### config.mk
export PLATFORM = sky130hd
export DESIGN_NAME = aclock_set_ctrl
export DESIGN_NICKNAME = d
export VERILOG_FILES = /design/src/rtl/aclock_pkg.sv /design/src/rtl/aclock_bcd_inc.sv /design/src/rtl/aclock_set_ctrl.sv
export SDC_FILE = /design/constraint.sdc
export NUM_CORES = 1
export LEC_CHECK = 0
export BUFFER_PORTS_ARGS = -buffer_cell sky130_fd_sc_hd__buf_2
export CELL_PAD_IN_SITES_DETAIL_PLACEMENT = 1
export CELL_PAD_IN_SITES_GLOBAL_PLACEMENT = 1
export CORE_MARGIN = 3
export CORE_UTILIZATION = 42
export CTS_CLUSTER_SIZE = 24
export DETAILED_ROUTE_END_ITERATION = 6
export HOLD_SLACK_MARGIN = 0.02
export PLACE_DENSITY_LB_ADDON = 0.1
export SKIP_LAST_GASP = 1
export SLEW_MARGIN = 20
export SYNTH_ARGS = -nofsm -noshare
export SYNTH_HDL_FRONTEND = slang
export SYNTH_SLANG_ARGS = --single-unit
### constraint.sdc
create_clock -name clk -period 3.5 [get_ports clk]
set_clock_uncertainty 0.2 [all_clocks]
set_input_delay 0 -clock clk [delete_from_list [all_inputs] [get_ports clk]]
set_output_delay 0 -clock clk [all_outputs]
set_load 0.1 [all_outputs]
### src/rtl/aclock_pkg.sv
`default_nettype none
// ============================================================================
// Module      : aclock_pkg
// Description : Shared types and constants for the aclock front-panel
//               set-controller: edit state encoding, BCD limits and
//               edit_field codes.
// Revision    : 1.0 - initial release
// ============================================================================
package aclock_pkg;

  // Sequencer states
  typedef enum logic [2:0] {
    S_IDLE   = 3'd0,
    S_T_HOUR = 3'd1,
    S_T_MIN  = 3'd2,
    S_A_HOUR = 3'd3,
    S_A_MIN  = 3'd4,
    S_LOAD   = 3'd5
  } state_e;

  // BCD limits for 24-hour clock digits
  localparam logic [1:0] HOUR_MAX_H1 = 2'd2;
  localparam logic [3:0] HOUR_MAX_H0 = 4'd3;
  localparam logic [3:0] MIN_MAX_M1  = 4'd5;
  localparam logic [3:0] DIGIT_MAX   = 4'd9;

  // edit_field codes
  localparam logic [1:0] FIELD_NONE = 2'd0;
  localparam logic [1:0] FIELD_HOUR = 2'd1;
  localparam logic [1:0] FIELD_MIN  = 2'd2;

endpackage
`default_nettype wire

### src/rtl/aclock_bcd_inc.sv
`default_nettype none
// ============================================================================
// Module      : aclock_bcd_inc
// Description : Combinational BCD incrementer for a two-digit hour (00-23)
//               or minute (00-59) field. Out-of-range values wrap to 00.
// Revision    : 1.0 - initial release
// ============================================================================
module aclock_bcd_inc
  import aclock_pkg::*;
(
  input  logic       hour_mode_i,
  input  logic [3:0] d1_i,
  input  logic [3:0] d0_i,
  output logic [3:0] d1_o,
  output logic [3:0] d0_o
);

  // Hour tens digit only ever holds 0..3, so only its low two bits matter
  logic [1:0] h1;
  assign h1 = d1_i[1:0];

  // Next-value selection for hour or minute field
  always_comb begin
    d1_o = d1_i;
    d0_o = d0_i;
    if (hour_mode_i) begin
      if ((h1 == 2'd3) || ((h1 >= HOUR_MAX_H1) && (d0_i >= HOUR_MAX_H0))) begin
        d1_o = 4'd0;
        d0_o = 4'd0;
      end else if (d0_i == DIGIT_MAX) begin
        d1_o = {2'b00, h1 + 2'd1};
        d0_o = 4'd0;
      end else begin
        d1_o = {2'b00, h1};
        d0_o = d0_i + 4'd1;
      end
    end else begin
      if ((d1_i > MIN_MAX_M1) || ((d1_i >= MIN_MAX_M1) && (d0_i >= DIGIT_MAX))) begin
        d1_o = 4'd0;
        d0_o = 4'd0;
      end else if (d0_i >= DIGIT_MAX) begin
        d1_o = d1_i + 4'd1;
        d0_o = 4'd0;
      end else begin
        d0_o = d0_i + 4'd1;
      end
    end
  end

endmodule
`default_nettype wire

### src/rtl/aclock_set_ctrl.sv
`default_nettype none
// ============================================================================
// Module      : aclock_set_ctrl
// Description : Front-panel sequencer for the aclock core. Turns button
//               pulses into BCD hour/minute edits, issues LD_time/LD_alarm
//               load strobes and holds the AL_ON alarm enable.
// Revision    : 1.0 - initial release
// ============================================================================
module aclock_set_ctrl
  import aclock_pkg::*;
#(
  parameter int LD_HOLD        = 2,
  parameter int TIMEOUT_CYCLES = 600
) (
  input  logic       clk,
  input  logic       reset,
  input  logic       btn_mode,
  input  logic       btn_inc,
  input  logic       btn_set,
  input  logic       btn_alarm,
  input  logic [1:0] cur_h1,
  input  logic [3:0] cur_h0,
  input  logic [3:0] cur_m1,
  input  logic [3:0] cur_m0,
  output logic [1:0] H_in1,
  output logic [3:0] H_in0,
  output logic [3:0] M_in1,
  output logic [3:0] M_in0,
  output logic       LD_time,
  output logic       LD_alarm,
  output logic       AL_ON,
  output logic       edit_active,
  output logic [1:0] edit_field
);

  // Counter widths sized to hold the last count value
  localparam int TO_W   = (TIMEOUT_CYCLES > 2) ? $clog2(TIMEOUT_CYCLES) : 1;
  localparam int HOLD_W = (LD_HOLD > 2) ? $clog2(LD_HOLD) : 1;
  localparam logic [TO_W-1:0]   TO_LAST   = TO_W'(TIMEOUT_CYCLES - 1);
  localparam logic [HOLD_W-1:0] HOLD_LAST = HOLD_W'(LD_HOLD - 1);

  state_e            state_q;
  logic              target_alarm_q;
  logic [1:0]        h1_q;
  logic [3:0]        h0_q, m1_q, m0_q;
  logic [1:0]        sh_h1_q;
  logic [3:0]        sh_h0_q, sh_m1_q, sh_m0_q;
  logic [TO_W-1:0]   to_cnt_q;
  logic [HOLD_W-1:0] hold_q;
  logic              ld_time_q, ld_alarm_q, al_on_q;
  logic [1:0]        field_q;

  logic              is_hour;
  logic [3:0]        sel_d1, sel_d0, inc_d1, inc_d0;

  // Route the field under edit through the shared incrementer
  assign is_hour = (state_q == S_T_HOUR) || (state_q == S_A_HOUR);
  assign sel_d1  = is_hour ? {2'b00, h1_q} : m1_q;
  assign sel_d0  = is_hour ? h0_q : m0_q;

  aclock_bcd_inc u_bcd_inc (
    .hour_mode_i (is_hour),
    .d1_i        (sel_d1),
    .d0_i        (sel_d0),
    .d1_o        (inc_d1),
    .d0_o        (inc_d0)
  );

  // Sequencer: edit state, digit registers, alarm shadow, timers and strobes
  always_ff @(posedge clk) begin
    if (reset) begin
      state_q        <= S_IDLE;
      target_alarm_q <= 1'b0;
      h1_q           <= '0;
      h0_q           <= '0;
      m1_q           <= '0;
      m0_q           <= '0;
      sh_h1_q        <= '0;
      sh_h0_q        <= '0;
      sh_m1_q        <= '0;
      sh_m0_q        <= '0;
      to_cnt_q       <= '0;
      hold_q         <= '0;
      ld_time_q      <= 1'b0;
      ld_alarm_q     <= 1'b0;
      al_on_q        <= 1'b0;
      field_q        <= FIELD_NONE;
    end else begin
      if (btn_alarm) al_on_q <= ~al_on_q;
      case (state_q)
        S_IDLE: begin
          to_cnt_q <= '0;
          if (btn_mode) begin
            state_q        <= S_T_HOUR;
            target_alarm_q <= 1'b0;
            field_q        <= FIELD_HOUR;
            h1_q           <= cur_h1;
            h0_q           <= cur_h0;
            m1_q           <= cur_m1;
            m0_q           <= cur_m0;
          end
        end
        S_T_HOUR, S_T_MIN, S_A_HOUR, S_A_MIN: begin
          if (btn_mode) begin
            to_cnt_q <= '0;
            if (target_alarm_q) begin
              // Cancel alarm edit without loading
              state_q <= S_IDLE;
              field_q <= FIELD_NONE;
            end else begin
              // Abandon time edit, switch to alarm edit from the shadow
              state_q        <= S_A_HOUR;
              target_alarm_q <= 1'b1;
              field_q        <= FIELD_HOUR;
              h1_q           <= sh_h1_q;
              h0_q           <= sh_h0_q;
              m1_q           <= sh_m1_q;
              m0_q           <= sh_m0_q;
            end
          end else if (btn_set) begin
            to_cnt_q <= '0;
            if (is_hour) begin
              state_q <= target_alarm_q ? S_A_MIN : S_T_MIN;
              field_q <= FIELD_MIN;
            end else begin
              state_q    <= S_LOAD;
              field_q    <= FIELD_NONE;
              hold_q     <= '0;
              ld_time_q  <= ~target_alarm_q;
              ld_alarm_q <= target_alarm_q;
              if (target_alarm_q) begin
                sh_h1_q <= h1_q;
                sh_h0_q <= h0_q;
                sh_m1_q <= m1_q;
                sh_m0_q <= m0_q;
              end
            end
          end else if (btn_inc) begin
            to_cnt_q <= '0;
            if (is_hour) begin
              h1_q <= inc_d1[1:0];
              h0_q <= inc_d0;
            end else begin
              m1_q <= inc_d1;
              m0_q <= inc_d0;
            end
          end else if (to_cnt_q == TO_LAST) begin
            // Idle too long: drop the edit, nothing is loaded
            state_q  <= S_IDLE;
            field_q  <= FIELD_NONE;
            to_cnt_q <= '0;
          end else begin
            to_cnt_q <= to_cnt_q + TO_W'(1);
          end
        end
        S_LOAD: begin
          if (hold_q == HOLD_LAST) begin
            state_q    <= S_IDLE;
            ld_time_q  <= 1'b0;
            ld_alarm_q <= 1'b0;
            hold_q     <= '0;
          end else begin
            hold_q <= hold_q + HOLD_W'(1);
          end
        end
        default: begin
          state_q    <= S_IDLE;
          field_q    <= FIELD_NONE;
          ld_time_q  <= 1'b0;
          ld_alarm_q <= 1'b0;
        end
      endcase
    end
  end

  assign H_in1       = h1_q;
  assign H_in0       = h0_q;
  assign M_in1       = m1_q;
  assign M_in0       = m0_q;
  assign LD_time     = ld_time_q;
  assign LD_alarm    = ld_alarm_q;
  assign AL_ON       = al_on_q;
  assign edit_field  = field_q;
  assign edit_active = (field_q != FIELD_NONE);

endmodule
`default_nettype wire

==> results of run 1 <==
==> cells in the final DEF (no fill, tap or decap), drive strengths merged, types with 2 or more instances in the layout <==
cell type / instances
and3: 3
inv: 11
xnor2: 8
a21oi: 27
mux2: 10
nor3: 9
nand3b: 4
xor2: 8
a31oi: 4
o22ai: 2
o211ai: 3
o21bai: 2
dlygate4sd3: 18
buf: 50
a2111oi: 2
nand4: 4
mux2i: 14
a21boi: 3
ha: 7
dfxtp: 48
o21ai: 11
a211oi: 16
or4b: 2
nor2: 49
nand3: 22
nor3b: 5
nor2b: 5
nand2b: 3
a221oi: 3
clkbuf: 5
a22oi: 4
nand2: 29
==> sequential cells by signal (all words and copies together) (netlist names), 3 cells and up <==
signal / cells
M_in1: 4
sh_m1_q: 4
state_q: 3
to_cnt_q: 10
H_in0: 4
M_in0: 4
sh_h0_q: 4
sh_m0_q: 4
==> critical path: stages (launching register included) <==
cell	delay, ns
dfxtp_1	0.43
nor2b_1	0.54
mux2i_1	0.47
ha_1	0.28
inv_1	0.08
o2111a_1	0.19
nor2_1	0.23
nor2b_1	0.15
a221oi_1	0.40
a221oi_1	0.14
==> cell type report <==
class	count	share of cell area (%)
Clock inverter	3	1.35
Multi-Input combinational cell	273	51.2
Clock buffer	5	2.01
Timing Repair Buffer	68	13.4
Sequential cell	48	28.1
Tap cell	77	2.82
Inverter	10	1.10
==> per-layer routing <==
layer | vias up | wire length, um | GRT usage, %
li1 | 1370 | - | -
met1 | 1395 | 3830 | 29.8
met2 | 55 | 4360 | 42.7
met3 | 9 | 306 | 3.76
met4 | 0 | 89 | 5.36
met5 | - | 0 | 0
==> power groups by stage <==
stage | clock [W] | combinational [W] | sequential [W]
floorplan | 0 | 0.000513 | 0.000939
global placement | 0 | 0.00100 | 0.000691
detailed placement | 0 | 0.00102 | 0.000693
CTS | 0.000439 | 0.00104 | 0.000681
global route | 0.000459 | 0.00112 | 0.000691
finish | 0.000425 | 0.00104 | 0.000680
==> kinds of logic after synthesis <==
family / count (synthesis) / synth area share, %
AOI/OAI and AO/OA: 85 / 20.0
DFF: 48 / 33.9
xor gates and xnor gates: 16 / 5.21
buffers and inverters: 31 / 4.46
muxes: 24 / 9.19
and+or+nand+nor: 141 / 24.1
adders and majority gates: 7 / 3.09
==> per-stage QoR <==
stage	std cells	total power, W	hold slack [ns]
after floorplan	352	0.00145	-0.0632
final	484	0.00215	0.0696
after global placement	458	0.00169	0.0388
after detailed placement	458	0.00171	0.0542
after global routing	484	0.00227	0.106
after CTS	484	0.00216	0.0658
==> worst max-delay path by stage <==
stage	slack [ns]	start	end
after CTS	0.24	state_q[0]$_SDFFE_PP0P_	H_in0[0]$_SDFFE_PP0P_
after detailed placement	0.26	state_q[0]$_SDFFE_PP0P_	H_in0[0]$_SDFFE_PP0P_
final	0.23	state_q[0]$_SDFFE_PP0P_	H_in0[0]$_SDFFE_PP0P_
after global placement	0.45	state_q[0]$_SDFFE_PP0P_	H_in0[0]$_SDFFE_PP0P_
after global routing	0.002	state_q[0]$_SDFFE_PP0P_	M_in1[1]$_SDFFE_PP0P_
after floorplan	0.36	M_in1[0]$_SDFFE_PP0P_	H_in0[0]$_SDFFE_PP0P_
==> results.tsv, run 1 <==
metric	value	unit
finalWirelength	8580	um
ff2ff_setup_slack	0.23	ns
multi_input_area	1750	um^2
vias	2829	
endpoint_kind	flop	
grt_overflow_total	0	
gp_congestion	0.865	
switching_share	48.2	%
insertedDiodeCount	0	
syn_area_per_cell	8.04	um^2
r2r_start	state_q[0]$_SDFFE_PP0P_	
ys_ff_latch	48	
place_area	3120	um^2
slew-limit-headroom	44.7	%
io_buffers	39	
hold_viol_final	0	
initial_core_util	43.8	%
post_route_cells_drive_above_1_share	19.4	%
yosysWarningCount	0	
timing.fmax	305	MHz
fin_ws	0.225	ns
clk_pin_slew	0.10	ns
synth_edf_count	0	
ctsHoldBuffers	18	
drt_pass1_iterations	4	
startpoint_type	flop	
syn_to_final_growth	20.7	%
cts_buffers	5	
internal_power	0.00111	W
die_height	88.1	um
ir_drop	0.000321	V
grt_antenna_before_repair	0	
grt_pass1_wl	14400	um
clock_latency	0.31	ns
r2r_end	H_in0[0]$_SDFFE_PP0P_	
grtUsageTotal	23.8	%
powerDensity	629	nW/um^2
hp-class	primary input to flop	
cellLeakagePower	1.33	nW
core_area	6460	um^2
synth-async-reset-ratio	0	%
r2r_cells	9	
dp_hpwl	5930	um
cts_repair_resize_count	0	
maxCapViolCount	0	
worstPathRequired	3.45	ns
dpl_worst_slack	0.264	ns
fill_cells	811	
first_global_vias	2888	
switchingPower	0.00104	W
setup_viol	0	
ant_nets	0	
cts_root_buffer	clkbuf_8	
cp.arrival	3.23	ns
status	finished clean	
critPathKind	flop to flop	
seqCellArea	961	um^2
via_per_inst	5.85	
clk_path_buf_depth	2	
die_w	88.1	um
num_rows	29	
synth_top_cell_by_area	dfxtp_1	
slew_viol_final	0	
finalSetupTns	0	ns
ios	40	
yosysSeqAreaShare	33.9	%
dieArea	7760	um^2
finalCritPeriodShare	93.6	%
synth_common_cells	48 x dfxtp_1, 48 x nor2_1, 29 x nand2_1	
synth.net_count	379	
ys.flop_type	dfxtp_1	
whs_endpoint	sh_m0_q[1]$_SDFFE_PP0P_	
htreeDepth	2	
cts_sinks	48	
hold_path_startpoint	reset	
fin_util	52.9	%
synth_top_area_share	33.9	%
drcViolationCount	0	
period_minus_slack	3.27	ns
worst_slew_pin_slew	0.829	ns
rsz0062_at_grt	false	
fin_nets	433	
grt_max_degree	42	
postCtsSetupRepairBufs	0	
pwr-share-comb	48.6	%
design_area	3420	um^2
cp_max_fo	7	
cts_tree	yes	
ys_types	58	
synthTopCellsByArea	dfxtp_1 34%, nor2_1 6.4%, a21oi_1 4.6%	
synthCells	352	
synth_area	2830	um^2
pwr-share-clk	19.8	%
pwr-share-seq	31.6	%
drtIter0Drc	93	
wire_per_inst	17.7	um
holdPathStages	2	
Power figures use the tool's default switching activity.
==> run 2, diff against run 1 <==
--- a/config.mk
+++ b/config.mk
@@ -6,11 +6,11 @@
 export NUM_CORES = 1
 export LEC_CHECK = 0
-export BUFFER_PORTS_ARGS = -buffer_cell sky130_fd_sc_hd__buf_2
 export CELL_PAD_IN_SITES_DETAIL_PLACEMENT = 1
 export CELL_PAD_IN_SITES_GLOBAL_PLACEMENT = 1
 export CORE_MARGIN = 3
-export CORE_UTILIZATION = 42
+export CORE_UTILIZATION = 47
 export CTS_CLUSTER_SIZE = 24
 export DETAILED_ROUTE_END_ITERATION = 6
+export DONT_BUFFER_PORTS = 1
 export HOLD_SLACK_MARGIN = 0.02
 export PLACE_DENSITY_LB_ADDON = 0.1
==> constraint.sdc (replaced) <==
create_clock -name clk -period 3.5 [get_ports clk]
set_clock_uncertainty 0.2 [all_clocks]
set_input_delay 0.35 -clock clk [delete_from_list [all_inputs] [get_ports clk]]
set_output_delay 0.35 -clock clk [all_outputs]
set_load 0.1 [all_outputs]
==> results.tsv, run 2 (same netlist as run 1, synthesis figures left out) <==
metric	value	unit	change
grtUsageTotal	23.8	%	about the same
clk_pin_slew	0.09	ns	was 0.10 ns
finalSetupTns	0	ns	unchanged
dieArea	6990	um^2	was 7760 um^2
clock_latency	0.30	ns	was 0.31 ns
grt_pass1_wl	13800	um	was 14400 um
fin_nets	391		was 433
timing.fmax	323	MHz	was 305 MHz
cp.arrival	3.11	ns	was 3.23 ns
syn_to_final_growth	11.8	%	was 20.7%
insertedDiodeCount	0		unchanged
powerDensity	649	nW/um^2	was 629 nW/um^2
hold_viol_final	0		unchanged
finalCritPeriodShare	88.3	%	was 93.6%
place_area	3020	um^2	was 3120 um^2
hp-class	primary input to flop		unchanged
clk_path_buf_depth	2		unchanged
rsz0062_at_grt	false		unchanged
regMostFlops	to_cnt_q		unchanged
startpoint_type	flop		unchanged
status	finished clean		unchanged
p_total	0.00205	W	was 0.00215 W
first_global_vias	2781		was 2888
cts_buffers	5		unchanged
final_cell_mix	48 x dfxtp_1, 48 x nor2_1, 29 x nand2_1		was 48 x dfxtp_1, 48 x nor2_1, 39 x buf_2
design_area	3170	um^2	was 3420 um^2
io_buffers	0		was 39
holdWs	0.0466	ns	was 0.0696 ns
slew_viol_final	0		unchanged
worst_slew_pin_slew	1.05	ns	was 0.829 ns
gp_congestion	0.872		was 0.865
num_rows	27		was 29
cellLeakagePower	1.15	nW	was 1.33 nW
slew-limit-headroom	29.9	%	was 44.7%
drt_pass1_iterations	4		unchanged
drtIter0Drc	72		was 93
largest_reg_flops	10		unchanged
grt_overflow_total	0		unchanged
wire_per_inst	18.5	um	was 17.7 um
ant_nets	0		unchanged
period_minus_slack	3.09	ns	was 3.27 ns
cp_max_fo	10		was 7
cts_tree	yes		unchanged
postCtsSetupRepairBufs	0		unchanged
vias	2623		was 2829
grt_max_degree	41		was 42
grt_antenna_before_repair	0		unchanged
post_route_cells_drive_above_1_share	15.1	%	was 19.4%
ios	40		unchanged
setup_viol	0		unchanged
fill_cells	707		was 811
finalWirelength	8090	um	was 8580 um
via_per_inst	6.00		was 5.85
cts_sinks	48		unchanged
die_w	83.6	um	was 88.1 um
r2r_start	state_q[2]$_SDFFE_PP0P_		was state_q[0]$_SDFFE_PP0P_
cp-startpoint	state_q[2]$_SDFFE_PP0P_		was state_q[0]$_SDFFE_PP0P_
worstPathRequired	3.51	ns	was 3.45 ns
hold_path_startpoint	btn_mode		was reset
core_area	5680	um^2	was 6460 um^2
critPathKind	flop to flop		unchanged
endpoint_kind	flop		unchanged
htreeDepth	2		unchanged
cts_root_buffer	clkbuf_8		unchanged
die_height	83.6	um	was 88.1 um
dp_hpwl	5920	um	was 5930 um
initial_core_util	49.9	%	was 43.8%
drcViolationCount	0		unchanged
maxCapViolCount	0		unchanged
ir_drop	0.000272	V	was 0.000321 V
[run 2: cell types whose count changed in the layout (fill, tap and decap cells not counted), moves of 2 or more]
cell,delta
buf_2,-39
buf_4,+11
buf_12,+2
dlygate4sd3_1,-16
[run 2: final cells by class]
type                            instances  area [um^2]  area share [%]
Clock buffer                            7         86.3            2.73
Multi-Input combinational cell        273         1760            55.6
Timing Repair Buffer                   26          225            7.11
Sequential cell                        48          961            30.3
Clock inverter                          1         7.51           0.237
Tap cell                               72         90.1            2.84
Inverter                               10         37.5            1.19
[run 2: metal layers]
layer / wire [um] / global-route usage [%] / up-vias
li1: - / - / 1287
met1: 3560 / 28.6 / 1279
met2: 4130 / 43.5 / 45
met3: 275 / 4.44 / 12
met4: 115 / 5.41 / 0
met5: 0 / 0 / -
[run 2: through the flow]
step	utilization (%)	setup WS (ns)	instances
after floorplan	-	0.358	352
after global placement	53.3	0.354	426
after detailed placement	53.3	0.255	426
after CTS	55.6	0.164	437
after global routing	55.8	0.0854	437
final	55.8	0.408	437
[run 2: final timing paths]
path,depth (start not counted),slack (ns),endpoint
max,8,0.41,H_in0[0]$_SDFFE_PP0P_
min,2,0.05,target_alarm_q$_SDFFE_PP0P_
max reg2reg,8,0.41,H_in0[0]$_SDFFE_PP0P_
min reg2reg,2,0.26,sh_m1_q[2]$_SDFFE_PP0P_
[run 2: report_power, final]
group	switching (W)	internal [W]	total (W)	leakage, nW
logic	0.000739	0.000295	0.00103	0.718
clock network	0.000189	0.000161	0.000350	0.0445
registers	0.0000713	0.000599	0.000670	0.391
total	0.000999	0.00105	0.00205	1.15
[run 2: what timing repair did]
item	4_1_cts	5_1_grt
hold buffers	3	0
endpoints found under the setup margin	0	9
endpoints found under the hold margin	40	0
gates resized for setup	0	3
[run 2: critical path, cell delays in order, from the launching register on]
cell and delay (ns):
dfxtp_1 0.41, nand2b_2 0.30, mux2i_2 0.43, ha_1 0.24, nor2_1 0.06, a2111oi_2 0.45, nor2b_1 0.40, a221oi_1 0.18
a221oi_1 0.32
